$ cat src/rtl/spi_flash_read_ctrl.sv
// SPI mode-0 master that reads one 32-bit little-endian word from serial flash per request.
// Optional macro SPI_FLASH_FAST_READ_EN selects FAST READ (0x0B) with 8 dummy bits.
module spi_flash_read_ctrl #(
    parameter int CLK_DIV        = 2,
    parameter int CS_HIGH_CYCLES = 4,
    parameter int DATA_BYTES     = 4
) (
    input  logic        clk,
    input  logic        rst,
    input  logic        req_i,
    input  logic [23:0] addr_i,
    output logic        busy_o,
    output logic        rvalid_o,
    output logic [31:0] rdata_o,
    output logic        spi_cs_n_o,
    output logic        spi_sck_o,
    output logic        spi_mosi_o,
    input  logic        spi_miso_i
);

`ifdef SPI_FLASH_FAST_READ_EN
    localparam logic [7:0] OPCODE     = 8'h0B;
    localparam int         DUMMY_BITS = 8;
`else
    localparam logic [7:0] OPCODE     = 8'h03;
    localparam int         DUMMY_BITS = 0;
`endif
    localparam int ADDR_START = 8;
    localparam int ADDR_END   = 32;
    localparam int TOTAL_BITS = ADDR_END + DUMMY_BITS + 8 * DATA_BYTES;
    localparam int GW         = (CS_HIGH_CYCLES > 1) ? $clog2(CS_HIGH_CYCLES) : 1;

    typedef enum logic [2:0] {
        IDLE,
        CMD,
        ADDR,
`ifdef SPI_FLASH_FAST_READ_EN
        DUMMY,
`endif
        DATA,
        GUARD
    } state_t;

    state_t          state_q, state_d;
    logic [7:0]      div_q, div_d;
    logic [6:0]      bit_q, bit_d;
    logic [GW-1:0]   guard_q, guard_d;
    logic [31:0]     tx_q, tx_d;
    logic [31:0]     rx_q, rx_d;
    logic [31:0]     rdata_q, rdata_d;
    logic            rvalid_q, rvalid_d;
    logic            sck_q, sck_d;
    logic            cs_n_q, cs_n_d;
    logic            mosi_q, mosi_d;
    logic            half_done;
    logic [6:0]      next_bit;

    assign half_done = (div_q == 8'(CLK_DIV - 1));
    assign next_bit  = bit_q + 7'd1;

    // NOTE: every always_comb output gets a default first so no path can infer a latch.
    always_comb begin
        state_d  = state_q;
        div_d    = div_q;
        bit_d    = bit_q;
        guard_d  = guard_q;
        tx_d     = tx_q;
        rx_d     = rx_q;
        rdata_d  = rdata_q;
        rvalid_d = 1'b0;
        sck_d    = sck_q;
        cs_n_d   = cs_n_q;
        mosi_d   = mosi_q;

        case (state_q)
            IDLE: begin
                if (req_i) begin
                    state_d = CMD;
                    tx_d    = {OPCODE, addr_i};
                    cs_n_d  = 1'b0;
                    sck_d   = 1'b0;
                    mosi_d  = OPCODE[7];
                    div_d   = 8'd0;
                    bit_d   = 7'd0;
                end
            end
            GUARD: begin
                if (guard_q == GW'(CS_HIGH_CYCLES - 1)) begin
                    state_d = IDLE;
                    guard_d = '0;
                end else begin
                    guard_d = guard_q + GW'(1);
                end
            end
            default: begin
                if (!half_done) begin
                    div_d = div_q + 8'd1;
                end else if (!sck_q) begin
                    div_d = 8'd0;
                    sck_d = 1'b1;
                    if (state_q == DATA) rx_d = {rx_q[30:0], spi_miso_i};
                end else if (bit_q == 7'(TOTAL_BITS - 1)) begin
                    div_d    = 8'd0;
                    state_d  = GUARD;
                    sck_d    = 1'b0;
                    cs_n_d   = 1'b1;
                    mosi_d   = 1'b0;
                    rvalid_d = 1'b1;
                    guard_d  = '0;
                    rdata_d  = {rx_q[7:0], rx_q[15:8], rx_q[23:16], rx_q[31:24]};
                end else begin
                    div_d  = 8'd0;
                    sck_d  = 1'b0;
                    bit_d  = next_bit;
                    // Zeros shift in behind the address, so dummy and data bits drive MOSI low.
                    tx_d   = {tx_q[30:0], 1'b0};
                    mosi_d = tx_q[30];
                    if (next_bit == 7'(ADDR_START)) begin
                        state_d = ADDR;
                    end else if (next_bit == 7'(ADDR_END)) begin
`ifdef SPI_FLASH_FAST_READ_EN
                        state_d = DUMMY;
                    end else if (next_bit == 7'(ADDR_END + DUMMY_BITS)) begin
`endif
                        state_d = DATA;
                    end
                end
            end
        endcase
    end

    // NOTE: sequential state uses non-blocking assignments so all flops update from pre-edge values.
    always_ff @(posedge clk or posedge rst) begin
        if (rst) begin
            state_q  <= IDLE;
            div_q    <= 8'd0;
            bit_q    <= 7'd0;
            guard_q  <= '0;
            tx_q     <= 32'd0;
            rx_q     <= 32'd0;
            rdata_q  <= 32'd0;
            rvalid_q <= 1'b0;
            sck_q    <= 1'b0;
            cs_n_q   <= 1'b1;
            mosi_q   <= 1'b0;
        end else begin
            state_q  <= state_d;
            div_q    <= div_d;
            bit_q    <= bit_d;
            guard_q  <= guard_d;
            tx_q     <= tx_d;
            rx_q     <= rx_d;
            rdata_q  <= rdata_d;
            rvalid_q <= rvalid_d;
            sck_q    <= sck_d;
            cs_n_q   <= cs_n_d;
            mosi_q   <= mosi_d;
        end
    end

    assign busy_o     = (state_q != IDLE);
    assign rvalid_o   = rvalid_q;
    assign rdata_o    = rdata_q;
    assign spi_cs_n_o = cs_n_q;
    assign spi_sck_o  = sck_q;
    assign spi_mosi_o = mosi_q;

endmodule

$ cat config.mk
export PLATFORM = sky130hd
export DESIGN_NAME = spi_flash_read_ctrl
export DESIGN_NICKNAME = d
export VERILOG_FILES = /design/src/rtl/spi_flash_read_ctrl.sv
export SDC_FILE = /design/constraint.sdc
export NUM_CORES = 1
export LEC_CHECK = 0
export ABC_AREA = 1
export BUFFER_PORTS_ARGS = -buffer_cell sky130_fd_sc_hd__buf_4
export CORE_UTILIZATION = 45
export DETAILED_ROUTE_END_ITERATION = 16
export GPL_TIMING_DRIVEN = 0
export SKIP_LAST_GASP = 1
export SLEW_MARGIN = 10
export SYNTH_ARGS = -nofsm -noshare
export SYNTH_HDL_FRONTEND = slang
export SYNTH_SLANG_ARGS = --single-unit
$ cat constraint.sdc
create_clock -name clk -period 8.4 [get_ports clk]
set_input_delay 2.1 -clock clk [delete_from_list [all_inputs] [get_ports clk]]
set_output_delay 2.1 -clock clk [all_outputs]
set_load 0.02 [all_outputs]
* Word level (Yosys, flattened, before mapping)
Cells that the tools add are included.
** Operators by class
- $add $sub $neg :: 3
- Equality and inequality tests :: 10
- Muxes and demuxes :: 42
- Bitwise logic cells :: 4
- Reduce and logical (&&, ||, !) cells :: 21
** Operators by type and width (number)
- $mux 31 :: 4
- $pmux 31 s2 :: 1
- $mux 7 :: 4
- $mux 3 :: 7
- $mux 8 :: 2
- $pmux 8 s2 :: 1
- $reduce_and 4->1 :: 4
- $reduce_and 5->1 :: 3
- $eq 7x6->1 const B :: 2
- $pmux 7 s2 :: 1
- $mux 1 :: 13
- $reduce_bool 2->1 :: 6
- $reduce_bool 3->1 :: 3
- $add 8x1->8 const B :: 1
- $eq 8x1->1 const B :: 1
- $mux 2 :: 4
- $add 7x1->7 const B :: 1
- $eq 7x4->1 const B :: 1
- $pmux 1 s2 :: 3
- $pmux 3 s2 :: 1
- $reduce_bool 5->1 :: 1
- $ne 2x2->1 const B :: 2
- $not 1->1 :: 4
- $pmux 2 s2 :: 1
- 9 further kinds :: 9
** Storage, ports and cells
- Register bits :: 119
- Input port bits :: 28
- Logic and storage cells :: 91

* Logic depth before layout (Yosys ltp)
- Depth after elaboration :: 8
- Depth in mapped cells :: 11
- Gate-level depth less buffers :: 11

* Least setup slack after synthesis
OpenSTA, ideal clock, no wires.
- Kind :: register to output
- Start point :: register state_q[1]
- End point :: output busy_o
- Arrival time :: 1098 ps
- Slack :: 5202 ps
- Stages on the path, launching flop included :: 7
- Path buffers :: 2
- Path through :: dfrtp_1 > inv_1 > nand2_1 > inv_1 > nand2_2 > buf_4 > buf_2
** On the way
- Word-level cells in the longest chain between the ends :: 1
** RTL lines
- from (decl) :: RTL line 44 : state_t state_q, state_d;
- from (signal assigned) :: RTL line 147 : state_q <= state_d;
- $reduce_bool 3->1 :: RTL line 161 : assign busy_o = (state_q != IDLE);
- to (decl) :: RTL line 12 : output logic busy_o,
No other way between the ends.

* Worst setup path in the final report
Ends and elaborated chain as after synthesis.

==> impl_metrics.json <==
{
  "wl_mm": 10.9,
  "reg2reg_depth": 8,
  "cts.repair.resized": 0,
  "grt_overflow_total": 0,
  "setup_viol": 0,
  "hold_end": "rdata_o[7]$_DFFE_PP0P_",
  "synth_cell_type_count": 31,
  "cts_setup_buffers": 0,
  "cts_hold_buf": 0,
  "start_kind": "flop",
  "grt_util_met2": 0.319,
  "min_period_ns": 3.97,
  "drt-vias-per-instance": 4.95,
  "final.fill_count": 981,
  "cts_tree": "done",
  "die_x_um": 109,
  "final_cell_mix": "149 x nand2_1, 118 x dfrtp_1, 71 x buf_4",
  "area_delta_synth_final_pct": 25.2,
  "clk_latency_ns": 0.41,
  "gp_congestion": 0.768,
  "yosysSeqAreaShare": 0.582,
  "rows": 38,
  "powerDensity_nw_per_um2": 311,
  "regToRegSetupSlack_ns": 6.32,
  "final_antenna_net_count": 0,
  "worstPathRequired_ns": 6.30,
  "drive_gt1_frac": 0.198,
  "crit_chain": "inv_1, nand2_1, inv_1, nand2_2, buf_4, buf_2, buf_4",
  "port_buffers": 64,
  "worstSetupPathType": "reg -> out",
  "relSlewSlack": 0.654,
  "die_area_sq_um": 11800,
  "first_iter_violations": 256,
  "cp_max_fo": 10,
  "syn_area_per_cell_sq_um": 9.23,
  "drc": 0,
  "hold_start": "rx_q[31]$_DFFE_PP0P_",
  "clk_path_buf_depth": 2,
  "syn_area_sq_um": 5120,
  "slowest_stage": "dfrtp_1",
  "fmax_ghz": 0.252,
  "rr_startpoint": "bit_q[0]$_DFFE_PP0P_",
  "worstHoldPathType": "reg -> reg",
  "hold_slack_ns": 0.468,
  "fin_skew_ns": 0.00607,
  "busiest_layer": "met2",
  "max-cap-violations": 0,
  "yosys_warnings": 0,
  "tns_ns": 0,
  "grt_pass1_vias": 3845,
  "core-area_sq_um": 11000,
  "via_count": 3916,
  "layout.cells.most_common": "nand2_1",
  "clockRootBuffer": "clkbuf_16",
  "antenna_found_initial": 0,
  "grt_usage": 0.205,
  "arrival_ns": 1.87,
  "syn_inst": 555,
  "slew_violations": 0,
  "critPathLaunch": "state_q[1]$_DFFE_PP0P_",
  "finalHoldViolations": 0,
  "power.total_mw": 2.00,
  "min_path_cells": 2,
  "p_leak_nw": 3.14,
  "cts_buffers": 17,
  "outcome": "complete, no violations",
  "grt_use_met3": 0.0640,
  "n_antenna_cell": 0,
  "grt_setup_unrepaired": "false",
  "ios": 65,
  "ir_worst_vdd_mv": 0.228,
  "syn-num-nets": 587,
  "die_h_um": 109,
  "dr.pass1.iters": 7,
  "ys_seq_elements": 119,
  "clock-sinks": 119,
  "initial_core_util": 0.466,
  "wl_per_cell_um": 13.7,
  "worstMarginPinSlew_ns": 0.515,
  "fin_crit_sh": 0.472,
  "grt_max_degree": 92,
  "grt_pass1_wl_mm": 18.5,
  "grt_use_met1": 0.271,
  "nets": 671,
  "dp_hpwl_mm": 7.31,
  "cpPeakStageDelay_ns": 0.37,
  "clk_pin_slew_worst_paths_ns": 0.06,
  "end_kind": "output pin",
  "htreeDepth": 4,
  "r2r_end": "rdata_o[24]$_DFFE_PP0P_"
}
## cells by family (layout without fill, tap and decap cells)
family,after synthesis,after routing,synth area share
AOI/OAI and AO/OA,107,107,0.106
xor gates and xnor gates,2,2,0.00342
adders and majority gates,4,4,0.00977
buffers and inverters,80,176,0.0701
DFF,119,119,0.582
muxes,23,23,0.0449
and+or+nand+nor,220,220,0.184
## synthesized netlist by cell type
library cell | n | share of area
a21oi_1 | 5 | 0.0049
a31oi_1 | 1 | 0.0012
buf_2 | 8 | 0.0078
buf_4 | 7 | 0.010
buf_6 | 3 | 0.0066
clkbuf_1 | 6 | 0.0044
dfrtp_1 | 118 | 0.58
dfstp_2 | 1 | 0.0051
ha_1 | 4 | 0.0098
inv_1 | 55 | 0.040
inv_2 | 1 | 0.00073
mux2i_1 | 23 | 0.045
nand2_1 | 149 | 0.11
nand2_2 | 4 | 0.0049
nand2_4 | 1 | 0.0022
nand3_1 | 26 | 0.025
nand3_2 | 2 | 0.0039
nand3b_1 | 2 | 0.0029
nand4_1 | 3 | 0.0037
nor2_1 | 21 | 0.015
nor2_2 | 3 | 0.0037
nor3_1 | 6 | 0.0059
nor3b_1 | 1 | 0.0015
nor4_4 | 1 | 0.0042
o21a_1 | 1 | 0.0015
o21ai_0 | 43 | 0.042
o21ai_1 | 55 | 0.054
o21bai_1 | 1 | 0.0015
o31ai_1 | 1 | 0.0015
or2_2 | 1 | 0.0012
xnor2_1 | 2 | 0.0034
## sequential cells by signal (all words and copies together), names as in the netlist
signal / count
bit_q: 7
div_q: 8
guard_q: 2
rdata_o: 32
rvalid_o: 1
rx_q: 32
spi_cs_n_o: 1
spi_mosi_o: 1
spi_sck_o: 1
state_q: 3
tx_q: 31
## power breakdown
group | internal [mW] | switching [mW]
combinational | 0.198 | 0.322
clock | 0.468 | 0.275
sequential | 0.674 | 0.0597
## through the flow
stage                      util  cells  setup WS (ns)  cell area [sq um]
after global placement    0.526    759           1.75               5780
after detailed placement  0.529    760           4.85               5810
after floorplan               -    555           3.14               5120
after CTS                 0.584    791           4.39               6410
after global routing      0.584    791           4.29               6410
final                     0.584    791           4.43               6410
## critical path: cells and delay by family, from the launching register on
kind                   cells  cell delay, ns
and+or+nand+nor            2            0.18
buffers and inverters      5            0.90
DFF                        1            0.37
## per-layer routing
metal  part of all wire  up-vias
li1                   -     1962
met1               0.48     1867
met2               0.47       75
met3              0.043       12
met4              0.013        0
met5                  0        -
## final cells by class
class | count | area [sq um] | area share
Sequential cell | 119 | 2980 | 0.465
Multi-Input combinational cell | 356 | 1780 | 0.278
Timing Repair Buffer | 65 | 508 | 0.0792
Clock buffer | 17 | 425 | 0.0664
Inverter | 56 | 215 | 0.0336
Clock inverter | 14 | 175 | 0.0273
Tap cell | 140 | 175 | 0.0273
Buffer | 24 | 149 | 0.0232
## worst max-delay path by stage
stage	endpoint	slack [ns]	cells past startpoint
2_1_floorplan	bit_q[0]$_DFFE_PP0P_	3.14	1
3_3_place_gp	rdata_o[15]$_DFFE_PP0P_	1.75	2
3_5_place_dp	busy_o	4.85	7
4_1_cts	busy_o	4.39	7
5_1_grt	busy_o	4.29	7
6_report	busy_o	4.43	7
Note: power is estimated with default switching activity, not from simulation.
